<file path="src/rtl/fifo_uart_tx.sv">
// fifo_uart_tx: pops bytes from a FIFO read port and serialises them as UART 8N1.
module fifo_uart_tx #(
   parameter int CLKS_PER_BIT = 217,
   parameter int DV_TIMEOUT   = 15
) (
   input  logic       clk_i,
   input  logic       rst_i,
   input  logic       fifo_empty_i,
   output logic       fifo_rd_en_o,
   input  logic       fifo_rd_dv_i,
   input  logic [7:0] fifo_rd_data_i,
   output logic       tx_o,
   output logic       busy_o,
   output logic       done_o,
   output logic       timeout_o
);
   localparam int CW = $clog2(CLKS_PER_BIT);
   localparam int WW = $clog2(DV_TIMEOUT + 1);
   localparam logic [CW-1:0] CNT_LAST = CW'(CLKS_PER_BIT - 1);
   localparam logic [WW-1:0] WAIT_LAST = WW'(DV_TIMEOUT - 1);
   typedef enum logic [2:0] {IDLE, REQ, WAIT_DV, START, DATA, STOP} state_t;
   state_t state_q, state_d;
   logic [CW-1:0] cnt_q, cnt_d;
   logic [2:0] bit_q, bit_d;
   logic [7:0] shift_q, shift_d;
   logic [WW-1:0] wait_q, wait_d;
   logic tx_q, tx_d, timeout_q, timeout_d;
   logic bit_end, serial;
   always_ff @(posedge clk_i) begin
      if (rst_i) begin
         state_q   <= IDLE;
         cnt_q     <= '0;
         bit_q     <= '0;
         shift_q   <= '0;
         wait_q    <= '0;
         tx_q      <= 1'b1;
         timeout_q <= 1'b0;
      end else begin
         state_q   <= state_d;
         cnt_q     <= cnt_d;
         bit_q     <= bit_d;
         shift_q   <= shift_d;
         wait_q    <= wait_d;
         tx_q      <= tx_d;
         timeout_q <= timeout_d;
      end
   end
   always_comb begin
      bit_end   = cnt_q == CNT_LAST;
      serial    = state_q inside {START, DATA, STOP};
      state_d   = state_q;
      bit_d     = bit_q;
      shift_d   = shift_q;
      wait_d    = wait_q;
      timeout_d = 1'b0;
      cnt_d     = serial && !bit_end ? cnt_q + 1'b1 : '0;
      case (state_q)
         IDLE: state_d = fifo_empty_i ? IDLE : REQ;
         REQ: begin
            state_d = WAIT_DV;
            wait_d  = '0;
         end
         WAIT_DV: begin
            if (fifo_rd_dv_i) begin
               shift_d = fifo_rd_data_i;
               state_d = START;
            end else if (wait_q == WAIT_LAST) begin
               timeout_d = 1'b1;
               state_d   = IDLE;
            end else begin
               wait_d = wait_q + 1'b1;
            end
         end
         START: begin
            if (bit_end) begin
               state_d = DATA;
               bit_d   = '0;
            end
         end
         DATA: begin
            if (bit_end) begin
               bit_d   = bit_q + 1'b1;
               state_d = bit_q == 3'd7 ? STOP : DATA;
            end
         end
         STOP: state_d = bit_end ? IDLE : STOP;
         default: state_d = IDLE;
      endcase
      tx_d = state_d == START ? 1'b0 : state_d == DATA ? shift_d[bit_d] : 1'b1;
   end
   assign fifo_rd_en_o = state_q == REQ;
   assign busy_o       = state_q != IDLE;
   assign done_o       = state_q == STOP && bit_end;
   assign timeout_o    = timeout_q;
   assign tx_o         = tx_q;
endmodule

</file>
<file path="config.mk">
export PLATFORM = sky130hd
export DESIGN_NAME = fifo_uart_tx
export DESIGN_NICKNAME = d
export VERILOG_FILES = /design/src/rtl/fifo_uart_tx.sv
export SDC_FILE = /design/constraint.sdc
export NUM_CORES = 1
export LEC_CHECK = 0
export ABC_AREA = 1
export CORE_ASPECT_RATIO = 0.5
export CORE_UTILIZATION = 50
export DETAILED_ROUTE_END_ITERATION = 12
export GPL_ROUTABILITY_DRIVEN = 0
export PLACE_DENSITY = 0.72
export SYNTH_ARGS = -nofsm -noshare
export SYNTH_HDL_FRONTEND = slang
export SYNTH_SLANG_ARGS = --single-unit
</file>
<file path="constraint.sdc">
create_clock -name clk_i -period 2.75 [get_ports clk_i]
set_clock_uncertainty 0.1 [all_clocks]
set_input_delay 0.55 -clock clk_i [delete_from_list [all_inputs] [get_ports clk_i]]
set_output_delay 0.55 -clock clk_i [all_outputs]
set_load 0.02 [all_outputs]
</file>
After elaboration in Yosys (flattened, before gate mapping)
Cells that the tools add are included.
- register bits: 28
- logic and storage cells: 56
- output and inout bits: 5
- $lt $le $gt $ge: 1
- mux-type cells: 21
- reductions and logical operators: 10
- add/subtract/negate cells: 3
- equality and inequality tests: 12
- bitwise gates (word level): 2
- operator list (kind ; count):
    3-bit two-way mux ; 7
    3-bit one-hot mux with 6 select lines ; 1
    8-bit two-way mux ; 2
    3-bit == test, second input constant ; 4
    3-bit by 2-bit == test with 1-bit output, second input constant ; 3
    8-bit by 1-bit adder with 8-bit output, second input constant ; 1
    8-bit == test, second input constant ; 1
    4-bit two-way mux ; 2
    4-bit one-hot mux with 2 select lines ; 1
    1-bit two-way mux ; 6
    3-bit one-hot mux with 2 select lines ; 1
    3-bit nonzero test ; 2
    4-bit by 1-bit adder with 4-bit output, second input constant ; 1
    4-bit == test, second input constant ; 1
    3-bit by 4-bit less-than comparator with 1-bit output, second input constant ; 1
    2-bit inequality test, second input constant ; 2
    3-bit by 1-bit adder with 3-bit output, second input constant ; 1
    1-bit binary-select mux with 3-bit select ; 1
    3-bit by 1-bit == test with 1-bit output, second input constant ; 1
    3-bit zero test ; 1
    3-bit AND reduction ; 1
    3-bit OR reduction ; 1
    1-bit logical AND ; 2
    1-bit inverter ; 2
    other kinds (3) ; 3

Longest topological paths before layout
- word-level depth: 7
- gate-level depth with buffers: 16
- mapped depth without buffers: 16

Least setup slack after synthesis
Ideal clock, no wire load.
- path kind: register to register
- start point: register cnt_q[0]
- end point: register tx_q, in the netlist tx_o
- clock period less this slack: 2.037 ns
- stages on the path, launching flop included: 17
- setup slack: 0.713 ns
- arrival time: 1.881 ns
- cell sequence: dfxtp_1 -> inv_1 -> ha_1 -> nand3_1 -> nor2_4 -> inv_1 -> ha_1 -> nand3b_1 -> nand2_1 -> clkinv_2 -> nand2_1 -> nand2_1 -> nand3_1 -> nand3_1 -> nand3_1 -> nand2_1 -> inv_1
- word-level cells in the longest chain between the ends: 7
- RTL lines (what ; RTL line ; text):
    from (decl) ; 23 ; logic [CW-1:0] cnt_q, cnt_d;
    from (signal assigned) ; 40 ; cnt_q <= cnt_d;
    8-bit == test (*) ; 49 ; bit_end = cnt_q == CNT_LAST;
    3-bit two-way mux (on tied branches) ; 81, 75 ;
    3-bit one-hot mux with 2 select lines ; 57 ; case (state_q)
    1-bit binary-select mux with 3-bit select ; 89 ; tx_d = state_d == START ? 1'b0 : state_d == DATA ? shift_d[bit_d] : 1'b1;
    1-bit two-way mux (not written as such) ; 89 ;
    1-bit two-way mux ; 89 ;
    1-bit two-way mux (*) ; 89 ;
    to (signal assigned) ; 44 ; tx_q <= tx_d;
    to (decl) ; 27 ; logic tx_q, tx_d, timeout_q, timeout_d;
Mark *: on every way between the ends. The rest lies on a longest branch, timed or not. The select of a mux whose other input is x is not followed.
A chain may end at the register's enable or synchronous reset.

Final worst setup path
- start point: register state_q[0]
- end point: output fifo_rd_en_o
- word-level cells in the longest chain between the ends: 1
- RTL lines (what ; RTL line ; text):
    from (decl) ; 22 ; state_t state_q, state_d;
    from (signal assigned) ; 39 ; state_q <= state_d;
    3-bit by 1-bit == test with 1-bit output ; 91 ; assign fifo_rd_en_o = state_q == REQ;
    to (decl) ; 9 ; output logic fifo_rd_en_o,
No other way between the ends.

==> results.cfg <==
[logic_synthesis]
yosys.cell_types.count = 33
synthesis.nets = 240
synthDominantCellAreaShare_pct = 35.5
synthesized_area_divided_by_synthesized_cell_count_sq_um = 7.14
most_common_cell_in_the_netlist = nand2_1
post_synth_instance_area_sq_um = 1580
postSynth.topFlopCell = dfxtp_1
synth.largest_area_cell = dfxtp_1
yosys_warnings = 0
synth_enable_flop_cells = 0
synth-seq-cells = 28
synth_async_sr_flop_share_pct = 0
post_synth_inst_count = 221
proportion_of_synthesized_chip_area_in_sequential_cells_pct = 35.5
ys_top_cells_by_area = dfxtp_1 35%, nand2_1 12%, inv_1 7.6%, nand3_1 7.3%, ha_1 5.5%
post_synth_most_frequent_cells = 50 x nand2_1, 32 x inv_1, 28 x dfxtp_1

[setup_path]
timing.reg2reg.setup_slack_ns = 0.47
timing.critical_path.fanout_max = 6
worst_setup_path_start_kind = flop
critical_path_arrival_ns = 1.67
critPathTopFamily = buffers and inverters
regToRegStartpoint = cnt_q[0]
timing.critical_path.required_ns = 2.10
timing.critical_path.to_type = primary output
worstSetupStartpoint = state_q[0]
path_cells = inv_2, nor3_2, clkdlybuf4s50_1
worstRegToRegCells = 16
worstReg2RegEnd = tx_o
critPathBufInv = 2
cp_slowest_cell = clkdlybuf4s50_1
worst_setup_path_category = reg -> out
critical_path.max_stage_delay_ns = 0.64

[power]
power_leakage_nw = 0.801
maximum_vdd_drop_v = 0.000235
pwr_density_cell_nw_per_um2 = 452

[floorplanning]
core_region_area_sq_um = 2780
chipHeight_microns = 41.7
die_x_microns = 81.5
fp.dieArea_sq_um = 3400
standard_cell_row_count = 13
io_pins = 17
floorplan.initialDensity_pct = 56.8

[clock_network]
post_cts.resized_instances = 0
ctsRootBufferMaster = clkbuf_8
tritoncts = built
cts_setup_buffers = 0
clock_insertion_delay_at_the_later_pin_of_the_skew_report_ns = 0.27
clock_sinks = 28
cts_hold_buffers = 0
htreeDepth = 1
max-clock-path-buffers = 2
cts.clk_slew.worst_paths_ns = 0.09
cts_made_buffers = 3

[sta]
max_slew_margin_pct = 73.5
finalSetupViolCount = 0
setup-tns-final_ns = 0
layout_worst_path_cycle_share_pct = 84.5
slew_viol_final = 0
timing_hold_violations_final = 0
final_critical_path_required_period_ns = 2.32
unrepaired_setup_endpoints_after_global_routing = no
worstMarginPinSlew_ns = 0.397
achievable-frequency_mhz = 430

[global_routing]
grt_max_degree = 17
grt_overflow = 0
grtUsageTotal_pct = 20.7
number_of_antenna_violations_at_the_first_check_in_global_routing = 0
vias_in_the_first_global_route = 1208
wire_length_of_the_first_global_routing_pass_mm = 5.38

[placed_design]
buffer_ports.inserted = 16
placed_cell_area_sq_um = 1760
place_hpwl_mm = 2.36

[routing]
drt-vias-per-instance = 5.02
detail_route.iter0.violations = 64
num_vias = 1375
drc_errors = 0
antenna_left = 0
detailedRoute.firstPassIterationCount = 4
detail_route.wl_per_cell_microns = 11.5
final_routed_wirelength_across_all_metal_layers_mm = 3.16

[finish]
area_growth_syn_to_layout_pct = 14.3
antenna_cells_inserted = 0
final_area_sq_um = 1800
drive_gt1_share_pct = 12.2
design.final.nets = 258

[min_path]
min_from = shift_q[5]
worstHoldEndpoint = shift_q[5]
cell_count_of_the_worst_hold_path = 2
hp-class = reg -> reg

[job]
maxCapViolations = 0

[run_status]
outcome = completed
[state kept, by name (all words and copies together) (netlist names)]
name and flops:
bit_q 3, tx_o 1, shift_q 8, cnt_q 8
timeout_o 1, wait_q 4, state_q 3
[metrics by stage]
step | hold WS, ns | power [mW] | util (%) | cells | worst slack, ns
floorplan | 0.341 | 0.561 | - | 221 | 0.713
global placement | 0.359 | 0.602 | 63.3 | 271 | 0.462
detailed placement | 0.368 | 0.605 | 63.3 | 271 | 0.419
CTS | 0.388 | 0.828 | 64.8 | 274 | 0.142
global route | 0.434 | 0.861 | 64.9 | 274 | 0.263
finish | 0.382 | 0.816 | 64.9 | 274 | 0.427
[layout by cell type, fill, tap and decap left out, drive strengths merged]
| cell | instances |
|---|---|
| o21ai | 11 |
| ha | 7 |
| dlymetal6s2s | 1 |
| nor3 | 5 |
| buf | 1 |
| dfxtp | 28 |
| nor4 | 1 |
| nand3b | 1 |
| nor2 | 22 |
| clkinv | 1 |
| a211oi | 1 |
| o211a | 1 |
| a21oi | 9 |
| xnor2 | 1 |
| o211ai | 1 |
| nand2 | 59 |
| clkdlybuf4s50 | 15 |
| inv | 35 |
| clkbuf | 3 |
| nand3 | 27 |
| a31oi | 1 |
| xor2 | 3 |
| nor3b | 1 |
| nand4 | 2 |
[layer usage]
layer / GRT usage, % / vias up / wire length (microns)
met2: 32.3 / 31 / 1410
met5: 0 / - / 0
met4: 4.29 / 0 / 21
li1: - / 733 / -
met3: 5.49 / 4 / 173
met1: 28.3 / 607 / 1560
[cells by family (layout without fill, tap and decap cells)]
logic type,after synthesis,in the layout,synth area share (%)
AOI/OAI and AO/OA,24,24,9.27
and+or+nand+nor,118,118,36.6
adders and majority gates,7,7,5.55
buffers and inverters,40,56,10.9
xor gates and xnor gates,4,4,2.22
DFF,28,28,35.5
[worst max-delay path by stage]
stage                               to  cells past startpoint
after floorplan                   tx_o                     16
after global placement          done_o                      7
after detailed placement          tx_o                     11
after CTS                       done_o                      7
after global routing              tx_o                     16
final                     fifo_rd_en_o                      3
[power by group]
part | internal (mW) | leakage (nW) | switching (mW)
Combinational | 0.0638 | 0.553 | 0.0930
Clock | 0.0984 | 0.0216 | 0.122
Sequential | 0.421 | 0.227 | 0.0173
[cell type report]
class,instances,area [sq um]
inverter,36,139
tap,37,46.3
timing repair buffer,17,170
sequential,28,561
multi-input combinational,153,847
clock buffer,3,41.3
fill,252,977
[worst reg2reg max path, cell delays in order (launching register included)]
cell and delay [ns]:
dfxtp_1 0.35, inv_1 0.07, ha_1 0.14, nand3_1 0.11, nor2_4 0.19, inv_1 0.11, ha_1 0.28, nand3b_1 0.15
nand2_1 0.08, clkinv_2 0.10, nand2_1 0.13, nand2_1 0.08, nand3_1 0.07, nand3_1 0.08, nand3_1 0.10, nand2_1 0.05
inv_1 0.04
Note: power is estimated with default switching activity, not from simulation.
